===== src/rtl/minmax_acc.sv =====
// minmax_acc
// ----------
// Sequential min-reduction stage that sits directly behind the minMax
// semiring unit. It takes one minMax result per beat, folds BEATS of them
// into a running unsigned-min accumulator, feeds that accumulator back to
// the unit's e input, and hands out one reduced value per tile over a
// valid/ready handshake.
//
// Parameters
//   W       data width (unsigned), matches minMax W
//   BEATS   beats per tile (>= 1)
//
// Ports
//   clk        single clock, all state updates on the rising edge
//   rst        synchronous, active-high reset
//   clear      synchronous abort of the partial tile
//   in_valid   in_data carries a valid beat
//   in_ready   stage can accept a beat this cycle
//   in_data    minMax.out for the current beat
//   e_out      registered running accumulator, wired to minMax.e
//   out_valid  a tile result is available
//   out_ready  consumer takes the result this cycle
//   out_data   reduced tile result
//   busy       a partial tile is in progress (beat count != 0)
//
// Configuration macro
//   MINMAX_ACC_SKID_EN  when defined, the HOLD state disappears: the result
//                       sits in an output register with its own valid flag
//                       and the next tile starts accumulating immediately.
//                       in_ready then depends combinationally on out_ready.
//                       When undefined, a two-state ACC/HOLD FSM stalls the
//                       input while a result is pending.

module minmax_acc #(
  parameter int W     = 16,
  parameter int BEATS = 8
) (
  input  logic         clk,
  input  logic         rst,
  input  logic         clear,
  input  logic         in_valid,
  output logic         in_ready,
  input  logic [W-1:0] in_data,
  output logic [W-1:0] e_out,
  output logic         out_valid,
  input  logic         out_ready,
  output logic [W-1:0] out_data,
  output logic         busy
);

  localparam int              CNT_W     = (BEATS > 1) ? $clog2(BEATS) : 1;
  localparam logic [CNT_W-1:0] LAST_BEAT = CNT_W'(BEATS - 1);
  localparam logic [W-1:0]     ACC_ONES  = '1;

  logic [W-1:0]     acc_q;
  logic [CNT_W-1:0] cnt_q;
  logic [W-1:0]     out_data_q;

  logic [W-1:0]     fold;
  logic             accept;
  logic             last_beat;
  logic             final_beat;

  // Unsigned min of the incoming beat against the running accumulator.
  // All-ones is the identity, so an empty tile never biases the result.
  always_comb begin
    fold = (in_data <= acc_q) ? in_data : acc_q;
  end

  assign accept     = in_valid && in_ready;
  assign last_beat  = (cnt_q == LAST_BEAT);
  assign final_beat = accept && last_beat;

  // Accumulator, beat counter and result register. The final beat writes
  // the completed min straight into the output register and re-arms the
  // accumulator in the same cycle, so the next tile starts from identity.
  // A clear only touches the partial tile; the output register is left
  // alone so a pending result survives it.
  always_ff @(posedge clk) begin
    if (rst) begin
      acc_q      <= ACC_ONES;
      cnt_q      <= '0;
      out_data_q <= '0;
    end else if (clear) begin
      acc_q <= ACC_ONES;
      cnt_q <= '0;
    end else if (final_beat) begin
      out_data_q <= fold;
      acc_q      <= ACC_ONES;
      cnt_q      <= '0;
    end else if (accept) begin
      acc_q <= fold;
      cnt_q <= cnt_q + CNT_W'(1);
    end
  end

  assign e_out    = acc_q;
  assign out_data = out_data_q;
  assign busy     = (cnt_q != '0);

`ifdef MINMAX_ACC_SKID_EN

  // Output register valid flag. Loading a new result wins over the
  // consumer taking the old one, which is what lets a freeing register and
  // an arriving final beat coexist in one cycle.
  logic out_valid_q;

  always_ff @(posedge clk) begin
    if (rst) begin
      out_valid_q <= 1'b0;
    end else if (final_beat) begin
      out_valid_q <= 1'b1;
    end else if (out_ready) begin
      out_valid_q <= 1'b0;
    end
  end

  // Only the beat that would complete a tile has to wait, and only while
  // the previous result is still sitting unclaimed in the output register.
  always_comb begin
    in_ready  = !rst && !clear && !(last_beat && out_valid_q && !out_ready);
    out_valid = out_valid_q;
  end

`else

  typedef enum logic {
    ACC  = 1'b0,
    HOLD = 1'b1
  } state_t;

  state_t state_q;
  state_t state_d;

  // State register.
  always_ff @(posedge clk) begin
    if (rst) begin
      state_q <= ACC;
    end else begin
      state_q <= state_d;
    end
  end

  // Next state: a completed tile parks in HOLD until the consumer takes it.
  always_comb begin
    state_d = state_q;
    case (state_q)
      ACC:     if (final_beat) state_d = HOLD;
      HOLD:    if (out_ready)  state_d = ACC;
      default: state_d = ACC;
    endcase
  end

  // Outputs decoded from state only, so out_ready never reaches in_ready.
  always_comb begin
    in_ready  = 1'b0;
    out_valid = 1'b0;
    case (state_q)
      ACC:     in_ready  = !rst && !clear;
      HOLD:    out_valid = 1'b1;
      default: begin
        in_ready  = 1'b0;
        out_valid = 1'b0;
      end
    endcase
  end

`endif

endmodule


===== config.mk =====
export PLATFORM = sky130hd
export DESIGN_NAME = minmax_acc
export DESIGN_NICKNAME = d
export VERILOG_FILES = /design/src/rtl/minmax_acc.sv
export SDC_FILE = /design/constraint.sdc
export NUM_CORES = 1
export LEC_CHECK = 0
export ABC_AREA = 1
export CORE_MARGIN = 2
export CORE_UTILIZATION = 53
export CTS_CLUSTER_DIAMETER = 50
export CTS_CLUSTER_SIZE = 16
export DETAILED_ROUTE_END_ITERATION = 8
export PLACE_DENSITY = 0.95
export SYNTH_ARGS = -nofsm -noshare
export SYNTH_HDL_FRONTEND = slang
export SYNTH_SLANG_ARGS = --single-unit

===== constraint.sdc =====
create_clock -name clk -period 3.2 [get_ports clk]
set_input_delay 0.48 -clock clk [delete_from_list [all_inputs] [get_ports clk]]
set_output_delay 0.48 -clock clk [all_outputs]
set_load 0.01 [all_outputs]

---- Word level (Yosys, flattened, before mapping) ----
Cells that the tools add are included.
word-level totals
  register bits ........................... 36
  input port bits ......................... 21
  output and inout port bits .............. 35
  logic and storage cells ................. 23
cells by class
  add/sub/neg operators ................... 1
  magnitude comparators ................... 1
  eq/ne operators ......................... 1
  mux-type cells .......................... 6
  bitwise operators ....................... 2
  reductions and logical operators ........ 8
operator list
  kind                                                            number
  16-bit <= comparator                                            1
  16-bit two-way mux                                              1
  1-bit two-way mux                                               4
  3-bit by 1-bit adder with 3-bit output (second input constant)  1
  3-bit == test (second input constant)                           1
  1-bit logical AND                                               3
  3-bit nonzero test                                              1
  3-bit OR reduction                                              1
  1-bit logical NOT                                               2
  1-bit inverter                                                  2
  1-bit case mux with 2 select lines                              1
  2-bit AND reduction                                             1

---- Longest topological paths before layout ----
  depth in word-level cells ............... 7
  gate-level depth with buffers ........... 17
  depth with buffers taken out ............ 16

---- Worst setup path before layout ----
Ideal clock, no wire load.
  path type ............................... input port to flip-flop
  start point ............................. input in_data[15]
  end point ............................... register out_data_q[10], in the netlist out_data[10]
  library setup time ...................... 0.109 ns
  arrival ................................. 1.772 ns
  data required time ...................... 3.091 ns
  setup slack ............................. 1.319 ns
  cell stages on the path ................. 11
  buffers on the path ..................... 1
  path through ............................ ha_1 nand2_1 nor3_1 nand2_1 nand2_2 nand2_2 buf_4 nand2_1 nand3_1 nand2_1 inv_1
on the way
  word-level cells in the longest chain between the ends .. 2
ends and longest elaborated chain
  what                    line  source
  start: declaration      43    input logic [W-1:0] in_data,
  16-bit <= comparator    67    fold = (in_data <= acc_q) ? in_data : acc_q;
  16-bit two-way mux      67
  end signal: assignment  88    out_data_q <= fold;
  end: declaration        57    logic [W-1:0] out_data_q;
No other way between the ends.
A chain may end at the register's enable or synchronous reset.

---- Worst setup path in the final report ----
Ends and elaborated chain as after synthesis.

==> results.sh <==
export IMPL_area_delta_synth_final_pct=30.7
export IMPL_syn_instance_count=322
export IMPL_grt_pass1_vias=1978
export IMPL_cts_sinks=36
export IMPL_layout_common_cells="104 x nand2_1, 58 x inv_1, 55 x clkdlybuf4s50_1, 36 x dfxtp_1, 33 x nand3_1"
export IMPL_gr_usage_met2_pct=43.3
export IMPL_cap_violations=0
export IMPL_p_sw_uw=242
export IMPL_fin_nets=416
export IMPL_ys_ff_latch=36
export IMPL_cts_tree="built"
export IMPL_worstHoldPathType="flop to flop"
export IMPL_met1_usage_pct=31.3
export IMPL_firstDrtPassIters=4
export IMPL_fin_hold_ws_ns=0.489
export IMPL_netlist_cell_type_count=23
export IMPL_drive_gt1_share_pct=7.96
export IMPL_antenna_cells_inserted=0
export IMPL_grt_pass1_wl_mm=8.66
export IMPL_combPwrFrac_pct=12.6
export IMPL_dp_hpwl_mm=4.12
export IMPL_clk_pin_slew_ns=0.08
export IMPL_worst_setup_path_type="primary input to flop"
export IMPL_power_density_nw_per_um2=345
export IMPL_pwr_share_seq_pct=46.7
export IMPL_overflow=0
export IMPL_use_met3_pct=4.28
export IMPL_root_buffer="clkbuf_8"
export IMPL_gp_congestion=0.875
export IMPL_die_h_um=68.1
export IMPL_cts_resized=0
export IMPL_clkPwrFrac_pct=40.8
export IMPL_rsz0062_at_grt="false"
export IMPL_die_x_um=68.1
export IMPL_avgSynthCellArea_um2=6.77
export IMPL_via_count=2195
export IMPL_final_common_cell="nand2_1"
export IMPL_postRouteWirelength_mm=5.46
export IMPL_synth_top_area_cell="dfxtp_1"
export IMPL_cts_hold_buf=0
export IMPL_ant_nets=0
export IMPL_min_period_over_period_pct=76.3
export IMPL_grt_busiest_layer="met2"
export IMPL_io_pins=56
export IMPL_instances_no_fill=427
export IMPL_status="finished clean"
export IMPL_drc_errors=0
export IMPL_port_buffers=55
export IMPL_switching_share_pct=24.7
export IMPL_track_usage_pct=25.2
export IMPL_vias_per_cell=5.14
export IMPL_numCtsBuffers=5
export IMPL_slew_limit_headroom_pct=75.7
export IMPL_worstSkewPairLatency_ns=0.29
export IMPL_start_kind="primary input"
export IMPL_dieArea_um2=4640
export IMPL_power_leakage_uw=0.00146
export IMPL_totalNegativeSetupSlack_ns=0
export IMPL_start_util_pct=54.9
export IMPL_end_kind="flop"
export IMPL_clockBufferDepth=2
export IMPL_cts_setup_buffers=0
export IMPL_synth_area_leaders="dfxtp_1 33%, nand2_1 18%, ha_1 11%"
export IMPL_crit_required_ns=3.44
export IMPL_worstMarginPinSlew_ns=0.362
export IMPL_rows=23
export IMPL_htree_levels=2
export IMPL_critPathMaxFanout=16
export IMPL_drt_iter0_markers=157
export IMPL_grt_start_max_net_pins=23
export IMPL_ys_warn_count=0
export IMPL_finalSetupViolCount=0
export IMPL_antenna_found_initial=0
export IMPL_total_power_uw=982
export IMPL_maxSlewViolCount=0
export IMPL_irDropWorstVdd_mv=0.225
export IMPL_final_hold_viol_count=0
export IMPL_wire_per_inst_um=12.8
export IMPL_fmax_mhz=410
export IMPL_period_minus_slack_ns=2.44
export IMPL_critPathArrivalTime_ns=2.68
export IMPL_synth_top_area_share_pct=33.1
export IMPL_synth_nets=362
export IMPL_core_um2=3970
export IMPL_yosysSeqAreaShare_pct=33.1
export IMPL_p_int_uw=740
export IMPL_synthesis_area_um2=2180
export IMPL_fin_skew_ns=0.00747
export IMPL_dp_cells=419
power by group through the flow:
stage,combinational [µW],sequential [µW],clock [µW]
after CTS,123,458,404
final,123,458,400
after detailed placement,121,469,0
after global routing,135,459,423
after global placement,117,469,0
after floorplan,69.2,470,0
synthesized netlist by cell type (all sizes together):
library cell and number:
inv 61, dfxtp 36, buf 9, nor2 5
a21o 1, o21ai 3, a21oi 40, nand4 1
nand2 108, nor3 3, ha 19, nand3 34
clkbuf 2
area by class of cell:
| class | count | area [µm²] |
|---|---|---|
| inverter | 61 | 236 |
| tap | 50 | 62.6 |
| fill | 327 | 1120 |
| clock inverter | 3 | 42.5 |
| timing repair buffer | 58 | 573 |
| multi-input combinational | 214 | 1140 |
| sequential | 36 | 721 |
| clock buffer | 5 | 68.8 |
flip-flops by register name, summed over array words and instances (netlist names):
| register | count |
|---|---|
| cnt_q | 3 |
| state_q | 1 |
| out_data | 16 |
| e_out | 16 |
worst paths after layout:
path | startpoint | to | slack (ns) | depth (start not counted)
max | in_data[15] | out_data[10] | 0.76 | 10
min | cnt_q[0] | cnt_q[0] | 0.49 | 2
max reg2reg | e_out[11] | out_data[10] | 0.93 | 10
min reg2reg | cnt_q[0] | cnt_q[0] | 0.49 | 2
critical path, stage by stage:
cell and delay (ns):
clkdlybuf4s50_1 0.44, ha_1 0.31, nand2_1 0.08, nor3_1 0.35, nand3_2 0.29, nand2_2 0.35, nand2_1 0.14, nand3_1 0.13
nand2_1 0.06, inv_1 0.05
per-layer routing:
| metal | share of wire, % | up-vias |
|---|---|---|
| li1 | - | 1114 |
| met1 | 41 | 981 |
| met2 | 50 | 86 |
| met3 | 6.6 | 14 |
| met4 | 2.0 | 0 |
| met5 | 0 | - |
through the flow:
step	cell area [µm²]	setup slack, ns	util [%]
after global placement	2740	0.497	68.9
after detailed placement	2740	0.508	68.9
after CTS	2850	0.785	71.7
final	2850	0.760	71.7
after global routing	2850	0.653	71.7
after floorplan	2180	1.32	-
logic make-up after synthesis:
group | after synthesis | share of synthesized area (%)
fa+ha+maj | 19 | 10.9
compound gates | 44 | 11.8
flops | 36 | 33.1
simple gates | 151 | 29.9
buf+inv | 72 | 14.4
No activity file was read; power rests on OpenSTA's default activity.
